## config.mk

```make
export PLATFORM = sky130hd
export DESIGN_NAME = core_mul
export DESIGN_NICKNAME = d
export VERILOG_FILES = /design/src/rtl/uarch.sv /design/src/rtl/core_mul.sv
export SDC_FILE = /design/constraint.sdc
export NUM_CORES = 1
export LEC_CHECK = 0
export CAP_MARGIN = 25
export CORE_ASPECT_RATIO = 1.1
export CORE_MARGIN = 2
export CORE_UTILIZATION = 35
export CTS_CLUSTER_SIZE = 10
export DETAILED_ROUTE_END_ITERATION = 8
export PLACE_DENSITY = 0.61
export SLEW_MARGIN = 20
export SYNTH_ARGS = -nofsm -noshare
export SYNTH_HDL_FRONTEND = slang
export SYNTH_SLANG_ARGS = --single-unit
```

## constraint.sdc

```tcl
create_clock -name clk -period 12.15 [get_ports clk]
set_clock_uncertainty 0.05 [all_clocks]
set_input_delay 2.43 -clock clk [delete_from_list [all_inputs] [get_ports clk]]
set_output_delay 2.43 -clock clk [all_outputs]
set_load 0.01 [all_outputs]
```

## src/rtl/uarch.sv

```systemverilog
// Shared micro-architecture types for the core.
// word is the native operand width; dword holds double-width multiply results.
package uarch;

    typedef logic [31:0] word;
    typedef logic [63:0] dword;

    // Magnitude of a two's-complement word; 0x80000000 maps to 2^31 unsigned.
    function automatic word to_magnitude(input word value, input logic is_signed);
        return (is_signed && value[31]) ? (~value + 32'd1) : value;
    endfunction

endpackage

```

## src/rtl/core_mul.sv

```systemverilog
// Iterative shift-and-add multiplier / multiply-accumulate unit.
// Handles MUL, MLA, UMULL, SMULL, UMLAL and SMLAL, one multiplier bit per cycle.
module core_mul
    import uarch::*;
(
    input  logic        clk,
    input  logic        rst,
    input  logic [31:0] mul_a,
    input  logic [31:0] mul_b,
    input  logic [31:0] mul_c_hi,
    input  logic [31:0] mul_c_lo,
    input  logic        mul_add,
    input  logic        mul_long,
    input  logic        mul_signed,
    input  logic        mul_start,
    output logic        mul_ready,
    output logic [31:0] mul_q_hi,
    output logic [31:0] mul_q_lo
);

    typedef enum logic [1:0] {
        IDLE,
        MUL,
        FIX,
        DONE
    } state_t;

    state_t     state_q, state_d;
    logic [4:0] cnt_q, cnt_d;
    dword       mcand_q, mcand_d;
    word        mplier_q, mplier_d;
    dword       prod_q, prod_d;
    dword       acc_q, acc_d;
    logic       neg_q, neg_d;
    logic       long_q, long_d;
    word        q_hi_q, q_hi_d;
    word        q_lo_q, q_lo_d;

    logic       load;
    logic       sign_ops;
    dword       signed_prod;
    dword       fix_sum;

    // Signed long ops run on magnitudes; the sign is restored in FIX.
    assign sign_ops    = mul_long && mul_signed;
    assign load        = mul_start && ((state_q == IDLE) || (state_q == DONE));
    assign signed_prod = neg_q ? (~prod_q + 64'd1) : prod_q;
    assign fix_sum     = signed_prod + acc_q;

    always_comb begin
        state_d  = state_q;
        cnt_d    = cnt_q;
        mcand_d  = mcand_q;
        mplier_d = mplier_q;
        prod_d   = prod_q;
        acc_d    = acc_q;
        neg_d    = neg_q;
        long_d   = long_q;
        q_hi_d   = q_hi_q;
        q_lo_d   = q_lo_q;

        case (state_q)
            IDLE: begin
                if (load) begin
                    state_d = MUL;
                end
            end
            MUL: begin
                if (mplier_q[0]) begin
                    prod_d = prod_q + mcand_q;
                end
                mcand_d  = {mcand_q[62:0], 1'b0};
                mplier_d = {1'b0, mplier_q[31:1]};
                cnt_d    = cnt_q + 5'd1;
                if (cnt_q == 5'd31) begin
                    state_d = FIX;
                end
            end
            FIX: begin
                q_hi_d  = long_q ? fix_sum[63:32] : 32'd0;
                q_lo_d  = fix_sum[31:0];
                state_d = DONE;
            end
            DONE: begin
                state_d = load ? MUL : IDLE;
            end
            default: begin
                state_d = IDLE;
            end
        endcase

        if (load) begin
            mcand_d  = {32'd0, to_magnitude(mul_a, sign_ops)};
            mplier_d = to_magnitude(mul_b, sign_ops);
            prod_d   = 64'd0;
            cnt_d    = 5'd0;
            neg_d    = sign_ops && (mul_a[31] ^ mul_b[31]);
            long_d   = mul_long;
            if (!mul_add) begin
                acc_d = 64'd0;
            end else if (mul_long) begin
                acc_d = {mul_c_hi, mul_c_lo};
            end else begin
                acc_d = {32'd0, mul_c_lo};
            end
        end
    end

    always_ff @(posedge clk or posedge rst) begin
        if (rst) begin
            state_q  <= IDLE;
            cnt_q    <= 5'd0;
            mcand_q  <= 64'd0;
            mplier_q <= 32'd0;
            prod_q   <= 64'd0;
            acc_q    <= 64'd0;
            neg_q    <= 1'b0;
            long_q   <= 1'b0;
            q_hi_q   <= 32'd0;
            q_lo_q   <= 32'd0;
        end else begin
            state_q  <= state_d;
            cnt_q    <= cnt_d;
            mcand_q  <= mcand_d;
            mplier_q <= mplier_d;
            prod_q   <= prod_d;
            acc_q    <= acc_d;
            neg_q    <= neg_d;
            long_q   <= long_d;
            q_hi_q   <= q_hi_d;
            q_lo_q   <= q_lo_d;
        end
    end

    assign mul_ready = (state_q == DONE);
    assign mul_q_hi  = q_hi_q;
    assign mul_q_lo  = q_lo_q;

endmodule

```

==> summary.txt, run 1 <==
Global-route wire length before repair: 97400 µm
Number of buffers added on ports: 198
Area growth from synthesis to final layout: 18.6%
Core utilization of the finished layout: 42.0%
Flip-flop cell with the highest count after synthesis: sky130_fd_sc_hd__dfrtp_1
Fraction of final layout cells sized beyond drive strength 1: 4.83%
Number of instances in the synthesized netlist: 2438
Clock root cell: sky130_fd_sc_hd__clkbuf_16
CTS tree: built
Top Ports: 199
Distinct cell type count of the synthesized netlist: 65
H-tree depth: 2
Clock tree sinks: 297
Worst supply voltage drop on vdd: 0.135 mV
Status: finished, final reports clean
Synthesized net count: 2719
Most instantiated library cell after synthesis: sky130_fd_sc_hd__nand2_1
Global routing usage summed across all routing layers: 19.2%
TritonCTS Buffers: 38
CP Launch Type: register
Synthesis warning total: 0
Worst-Margin Slew: 0.987 ns
Insertion delay of the later-clocked pin in the worst-skew pair: 0.56 ns
Final period utilization: 50.1%
Starting Density: 35.4%
Number of nets in the finished design: 2852
Global-route met2 utilization: 31.0%
Total power density per cell area: 268 mW/mm²
Placeable core area: 0.0599 mm²
Class of the most critical hold timing path: reg2reg
Wirelength, routed: 60300 µm
Die width: 239 µm
CP Buf/Inv Count: 0
Kind of critical path: reg2reg
Area share of the largest cell type after synthesis: 35.0%
Mean Syn Cell Area: 8.70 µm²
Setup repair after global routing missed its margin: false
Series of cell instances along the critical path: nor4_1, nand3_1, nor2_1, nand2_1, or4_1, or3_1, nor2_1, nand2_1, or3_1, o21ai_0, xnor2_1, ha_1, a21oi_1, nor2b_1, o21ai_0, nand2b_1, a21o_1, a21oi_1, o21ai_0, a31oi_1, mux2i_1, o221ai_1
Most numerous cell types in the synthesized netlist: 358 x sky130_fd_sc_hd__nand2_1, 297 x sky130_fd_sc_hd__dfrtp_1, 214 x sky130_fd_sc_hd__a21oi_1
Layer with the highest usage: met2
Non-filler instance count after layout: 3360
Leakage power of the design: 11.3 nW
Die Y-Extent: 262 µm
Post-detailed-route wirelength per cell: 17.9 µm
Clock Tree Buf Depth: 3
GR Overflow Total: 0
Vias/cell: 5.44
Number of remaining DRC errors: 0
Die Outline Area: 0.0626 mm²
Leading area contributor after synthesis: sky130_fd_sc_hd__dfrtp_1
Top Family by Delay on Critical Path: simple AND/OR/NAND/NOR gates
Number of enable-type register cells in the synthesized netlist: 0
Asr flop ratio synth: 100%
Number of antenna violations at the first check in global routing: 3
Most frequent cell on the critical path: sky130_fd_sc_hd__o21ai_0
Slowest stage delay, CP: 0.64 ns
Met3 Usage GRT: 3.36%
Total number of vias: 18300
CP max-delay cell: sky130_fd_sc_hd__nor4_1
Via count of the first global-routing pass: 18200
Aggregate negative setup slack: 0 ns
Max_slew headroom: 34.1%
Cell area after synthesis: 0.0212 mm²
Worst Path Required: 12.51 ns
Highest attainable clock frequency: 164 MHz
Detailed placement HPWL: 45400 µm
Pre-Repair DR Iteration Count: 5
Final setup viols: 0
Number of standard-cell rows in the floorplan: 94
Number of nets with antenna violations after routing: 0
CTS resizes: 0
Number of buffers added to fix hold violations after cts: 0
Arrival time of data at the critical path endpoint: 6.45 ns
Most area-consuming cells after synthesis: sky130_fd_sc_hd__dfrtp_1 35%, sky130_fd_sc_hd__ha_1 8.6%, sky130_fd_sc_hd__xnor2_1 6.9%, sky130_fd_sc_hd__nand2_1 6.3%, sky130_fd_sc_hd__a21oi_1 5.1%
Final count of hold timing violations: 0
Critical Path End Type: register
Clock slew seen by the registers of the worst setup and hold paths: 0.06 ns
Post-synthesis sequential area ratio: 35.0%
Count of pins over their slew limit: 0
Maxcap violations: 0
Flops & latches, synth: 297
DP Cell Count: 3296
Min cycle time layout: 6.08 ns
GPL Wtd Cong: 0.930
Pin count of the biggest net entering global routing: 97
Violation count after the first detailed-route iteration: 1255
Number of setup buffers added after CTS: 0
Largest fanout of any net on the critical path: 8
Met1 Track Usage GR: 26.4%
==> report_power, final <==
part	internal (mW)	switching (mW)	total, mW
clock network	0.685	0.439	1.12
registers	1.38	0.369	1.75
logic	1.62	2.25	3.87
total	3.68	3.06	6.74
==> registers in the layout, summed over array words and instances (netlist names) <==
name and count:
acc_q 64, state_q 2, long_q 1, mul_q_lo 32, cnt_q 5, neg_q 1
prod_q 64, mul_q_hi 32, mcand_q 64, mplier_q 32
==> final cells by class <==
type,count,area (µm²)
well taps,768,961
flip-flops and latches,297,7430
multi-input cells,1966,13200
diodes,2,5.00
fillers,5839,34700
repair buffers,217,2190
inverters,51,199
clock buffers,55,1140
clock inverters,4,70.1
==> tightest hold or removal path, cell delays in order, from the launching register on <==
cell	delay [ns]
sky130_fd_sc_hd__dfrtp_1	0.35
sky130_fd_sc_hd__nand2_1	0.05
sky130_fd_sc_hd__nand2_1	0.05
==> worst paths after layout <==
path / start / endpoint / slack, ns / cells after the start
setup reg to reg: prod_q[2] / mul_q_hi[31] / 6.07 / 22
hold reg to reg: acc_q[18] / acc_q[18] / 0.43 / 2
hold / removal: acc_q[18] / acc_q[18] / 0.43 / 2
max in group asynchronous: rst / mplier_q[19] / 8.39 / 3
min in group asynchronous: rst / mul_q_lo[10] / 2.29 / 2
setup / recovery: prod_q[2] / mul_q_hi[31] / 6.07 / 22
==> logic make-up after synthesis <==
| group | synth area share (%) |
|---|---|
| multiplexers | 5.98 |
| buffers and inverters | 3.10 |
| flip-flops | 35.0 |
| adder cells (fa/ha/maj) | 8.74 |
| AO/OA/AOI/OAI | 21.2 |
| AND/OR/NAND/NOR | 16.1 |
| XOR/XNOR | 9.83 |
==> metrics by stage <==
step | hold slack [ns] | total power [mW] | setup WS (ns) | area, µm²
after global routing | 0.464 | 7.29 | 5.50 | 25100
final | 0.427 | 6.74 | 6.07 | 25100
after global placement | 0.409 | 5.52 | 5.92 | 23800
after CTS | 0.431 | 6.75 | 6.12 | 25100
after detailed placement | 0.415 | 5.59 | 6.14 | 23900
after floorplan | 0.393 | 4.47 | 1.47 | 21200
==> metal layers <==
| metal | routed length [µm] | vias to the layer above | share of wire (%) |
|---|---|---|---|
| met2 | 27100 | 441 | 45 |
| met4 | 1650 | 2 | 2.7 |
| met1 | 28500 | 8683 | 47 |
| li1 | - | 9044 | - |
| met5 | 13 | - | 0.022 |
| met3 | 3070 | 96 | 5.1 |
==> layout by cell type, fill, tap and decap left out, types with 64 or more instances in the layout <==
cell type / n
sky130_fd_sc_hd__a22o_1: 64
sky130_fd_sc_hd__nand3_1: 70
sky130_fd_sc_hd__a21oi_1: 214
sky130_fd_sc_hd__ha_1: 143
sky130_fd_sc_hd__xnor2_1: 168
sky130_fd_sc_hd__dfrtp_1: 296
sky130_fd_sc_hd__nor2_1: 125
sky130_fd_sc_hd__nand2_1: 357
sky130_fd_sc_hd__o21ai_0: 187
sky130_fd_sc_hd__clkdlybuf4s50_1: 198
sky130_fd_sc_hd__mux2i_1: 94
sky130_fd_sc_hd__xor2_1: 70
No activity file was read; power rests on OpenSTA's default activity.
==> inputs of run 2 (changes only) <==
Clock period 12.15 ns to 6.3 ns, I/O delays scaled along.
==> run 2 against run 1 <==
Combinational power grew 94%. Utilization shrank 0.13 points. Largest power group unchanged. Clock power up 80%. Critical path type unchanged. Global-route usage rose by 0.26 points. Total power increased by 91%. Worst hold slack worse by 0.0037 ns.
==> summary.txt, run 2 (synthesis gave the netlist of run 1 again) <==
Setup repair after global routing missed its margin: false
Critical Path End Type: register
CP Launch Type: register
Top Family by Delay on Critical Path: simple AND/OR/NAND/NOR gates
Worst supply voltage drop on vdd: 0.242 mV (+78%)
Combinational fraction of design power: 58.2% (+0.8 points)
Number of standard-cell rows in the floorplan: 94 (unchanged)
Total number of vias: 18300 (+0.44%)
Post-detailed-route wirelength per cell: 18.1 µm (+0.65%)
Register-to-register setup slack: 0.56 ns (-5.51 ns)
Die Outline Area: 0.0626 mm² (unchanged)
GR Overflow Total: 0 (unchanged)
Clock Power Share: 15.7% (-1.0 points)
Count of pins over their slew limit: 0 (unchanged)
Detailed placement HPWL: 46300 µm (+1.8%)
Starting Density: 35.4% (unchanged)
Most frequent cell on the critical path: sky130_fd_sc_hd__o21ai_0
Highest attainable clock frequency: 174 MHz (+5.9%)
Number of buffers added on ports: 198 (unchanged)
Core utilization of the finished layout: 41.9% (-0.13 points)
Die Y-Extent: 262 µm (unchanged)
Placeable core area: 0.0599 mm² (unchanged)
Number of antenna violations at the first check in global routing: 5 (+2)
Worst-Margin Slew: 0.979 ns (-0.00833 ns)
Number of nets in the finished design: 2852 (unchanged)
Status: finished, final reports clean
Number of setup buffers added after CTS: 0 (unchanged)
Internal power: 6.97 mW (+89%)
Worst Path Required: 6.67 ns (-5.84 ns)
Area growth from synthesis to final layout: 18.2%
Via count of the first global-routing pass: 18000 (-0.85%)
Max_slew headroom: 34.7% (+0.56 points)
Clock root cell: sky130_fd_sc_hd__clkbuf_16
Final setup viols: 0 (unchanged)
Kind of critical path: reg2reg
Violation count after the first detailed-route iteration: 1294 (+3.1%)
Class of the most critical hold timing path: reg2reg
Total power density per cell area: 515 mW/mm² (+92%)
Share of total power in sequential cells: 26.1% (+0.2 points)
CTS tree: built
Clock Tree Buf Depth: 3 (unchanged)
Pre-CTS setup slack: 0.614 ns (-5.53 ns)
GPL Wtd Cong: 0.910 (-2.1%)
Leading cell types in the layout, fill and taps excluded: 357 x sky130_fd_sc_hd__nand2_1, 296 x sky130_fd_sc_hd__dfrtp_1, 214 x sky130_fd_sc_hd__a21oi_1
Biggest registers after layout: acc_q x64, mcand_q x64, prod_q x64
Number of remaining DRC errors: 0 (unchanged)
CTS resizes: 0 (unchanged)
Post-place instance area: 0.0239 mm² (+0.19%)
Reported net switching power: 5.93 mW (+94%)
Slowest stage delay, CP: 0.51 ns (-0.13 ns)
H-tree depth: 2 (unchanged)
Insertion delay of the later-clocked pin in the worst-skew pair: 0.57 ns (about the same)
TritonCTS Buffers: 38 (unchanged)
Global-route wire length before repair: 98700 µm (+1.3%)
DP Cell Count: 3298 (+0.061%)
Aggregate negative setup slack: 0 ns (unchanged)
Min cycle time layout: 5.74 ns (-0.339 ns)
Leakage power of the design: 11.2 nW (-0.41%)
Post-route setup slack: 0.556 ns (-5.51 ns)
Vias/cell: 5.45 (+0.32%)
Top Ports: 199 (unchanged)
Final design area excluding fillers: 0.0251 mm² (-0.30%)
Number of nets with antenna violations after routing: 0 (unchanged)
Clock tree sinks: 297 (unchanged)
Arrival time of data at the critical path endpoint: 6.12 ns (-0.33 ns)
Clock slew seen by the registers of the worst setup and hold paths: 0.06 ns (about the same)
Leading cell type in the layout, fill and taps excluded: sky130_fd_sc_hd__nand2_1
Global routing usage summed across all routing layers: 19.5% (+0.26 points)
Largest fanout of any net on the critical path: 8 (unchanged)
Non-filler instance count after layout: 3364 (+0.12%)
Pin count of the biggest net entering global routing: 141 (+45%)
Switching share of total power: 46.0% (+0.62 points)
Final period utilization: 91.2% (+41 points)
Series of cell instances along the critical path: nor4_1, nand3_1, nor2_1, nand2_1, or4_1, or3_1, nor2_1, nand2_1, or3_1, o21ai_0, xnor2_1, ha_1, a21oi_1, nor2b_1, o21ai_0, nand2b_1, a21o_1, a21oi_1, o21ai_0, a31oi_1, mux2i_1, o221ai_1
Maxcap violations: 0 (unchanged)
Die width: 239 µm (unchanged)
Pre-Repair DR Iteration Count: 5 (unchanged)
CP Buf/Inv Count: 0 (unchanged)
Final count of hold timing violations: 0 (unchanged)
Number of buffers added to fix hold violations after cts: 0 (unchanged)
Fraction of final layout cells sized beyond drive strength 1: 4.78% (-0.044 points)
Wirelength, routed: 60800 µm (+0.77%)
CP max-delay cell: sky130_fd_sc_hd__or4_1
## run 2: cell types whose count changed in the layout (fill, tap and decap cells not counted), sizes merged
cell      previous run  this run
clkinvlp             0         1
clkbuf              55        56
inv                 51        50
diode                2         3
bufinv               2         0
clkinv               2         6
## run 2: per-layer routing
layer  track usage [%]  share of wire [%]  vias to the layer above
li1                  -                  -                     9077
met5                 0              0.043                        -
met1              27.8                 49                     8740
met4              5.89                2.5                        4
met3              2.96                4.7                       82
met2              30.5                 44                      443
## run 2: path summary, 6_finish.rpt
kind | from | to | depth (start not counted)
worst max-delay path | prod_q[6] | mul_q_hi[31] | 22
worst min-delay path | acc_q[17] | acc_q[17] | 2
worst max register to register | prod_q[6] | mul_q_hi[31] | 22
worst min register to register | acc_q[17] | acc_q[17] | 2
max in group asynchronous | rst | acc_q[57] | 4
min in group asynchronous | rst | mul_q_lo[14] | 3
## run 2: worst register-to-register path, stage by stage (launching register included)
cell                       delay, ns
sky130_fd_sc_hd__dfrtp_1        0.46
sky130_fd_sc_hd__nor4_1         0.43
sky130_fd_sc_hd__nand3_1        0.19
sky130_fd_sc_hd__nor2_1         0.23
sky130_fd_sc_hd__nand2_1        0.14
sky130_fd_sc_hd__or4_1          0.51
sky130_fd_sc_hd__or3_1          0.46
sky130_fd_sc_hd__nor2_1         0.18
sky130_fd_sc_hd__nand2_1        0.12
sky130_fd_sc_hd__or3_1          0.49
sky130_fd_sc_hd__o21ai_0        0.24
sky130_fd_sc_hd__xnor2_1        0.15
sky130_fd_sc_hd__ha_1           0.31
sky130_fd_sc_hd__a21oi_1        0.27
sky130_fd_sc_hd__nor2b_1        0.08
sky130_fd_sc_hd__o21ai_0        0.15
sky130_fd_sc_hd__nand2b_1       0.09
sky130_fd_sc_hd__a21o_1         0.18
sky130_fd_sc_hd__a21oi_1        0.21
sky130_fd_sc_hd__o21ai_0        0.14
sky130_fd_sc_hd__a31oi_1        0.23
sky130_fd_sc_hd__mux2i_1        0.21
sky130_fd_sc_hd__o221ai_1       0.12
## run 2: area by class of cell
class,count,area [µm²]
clock buffer,56,1080
multi-input combinational,1966,13200
timing repair buffer,217,2190
inverter,51,195
tap,768,961
clock inverter,6,52.6
sequential,297,7430
antenna,3,7.51
fill,5862,34800
## run 2: power groups by stage
stage	combinational [mW]	clock (mW)	sequential [mW]
floorplan	5.43	0	3.19
global placement	7.37	0	3.38
detailed placement	7.46	0	3.40
CTS	7.50	2.09	3.38
global route	8.36	2.17	3.48
finish	7.51	2.02	3.37
## run 2: stage by stage
stage | power (mW) | hold slack (ns)
5_1_grt | 14.0 | 0.455
2_1_floorplan | 8.62 | 0.393
3_3_place_gp | 10.8 | 0.411
6_report | 12.9 | 0.423
3_5_place_dp | 10.9 | 0.413
4_1_cts | 13.0 | 0.426
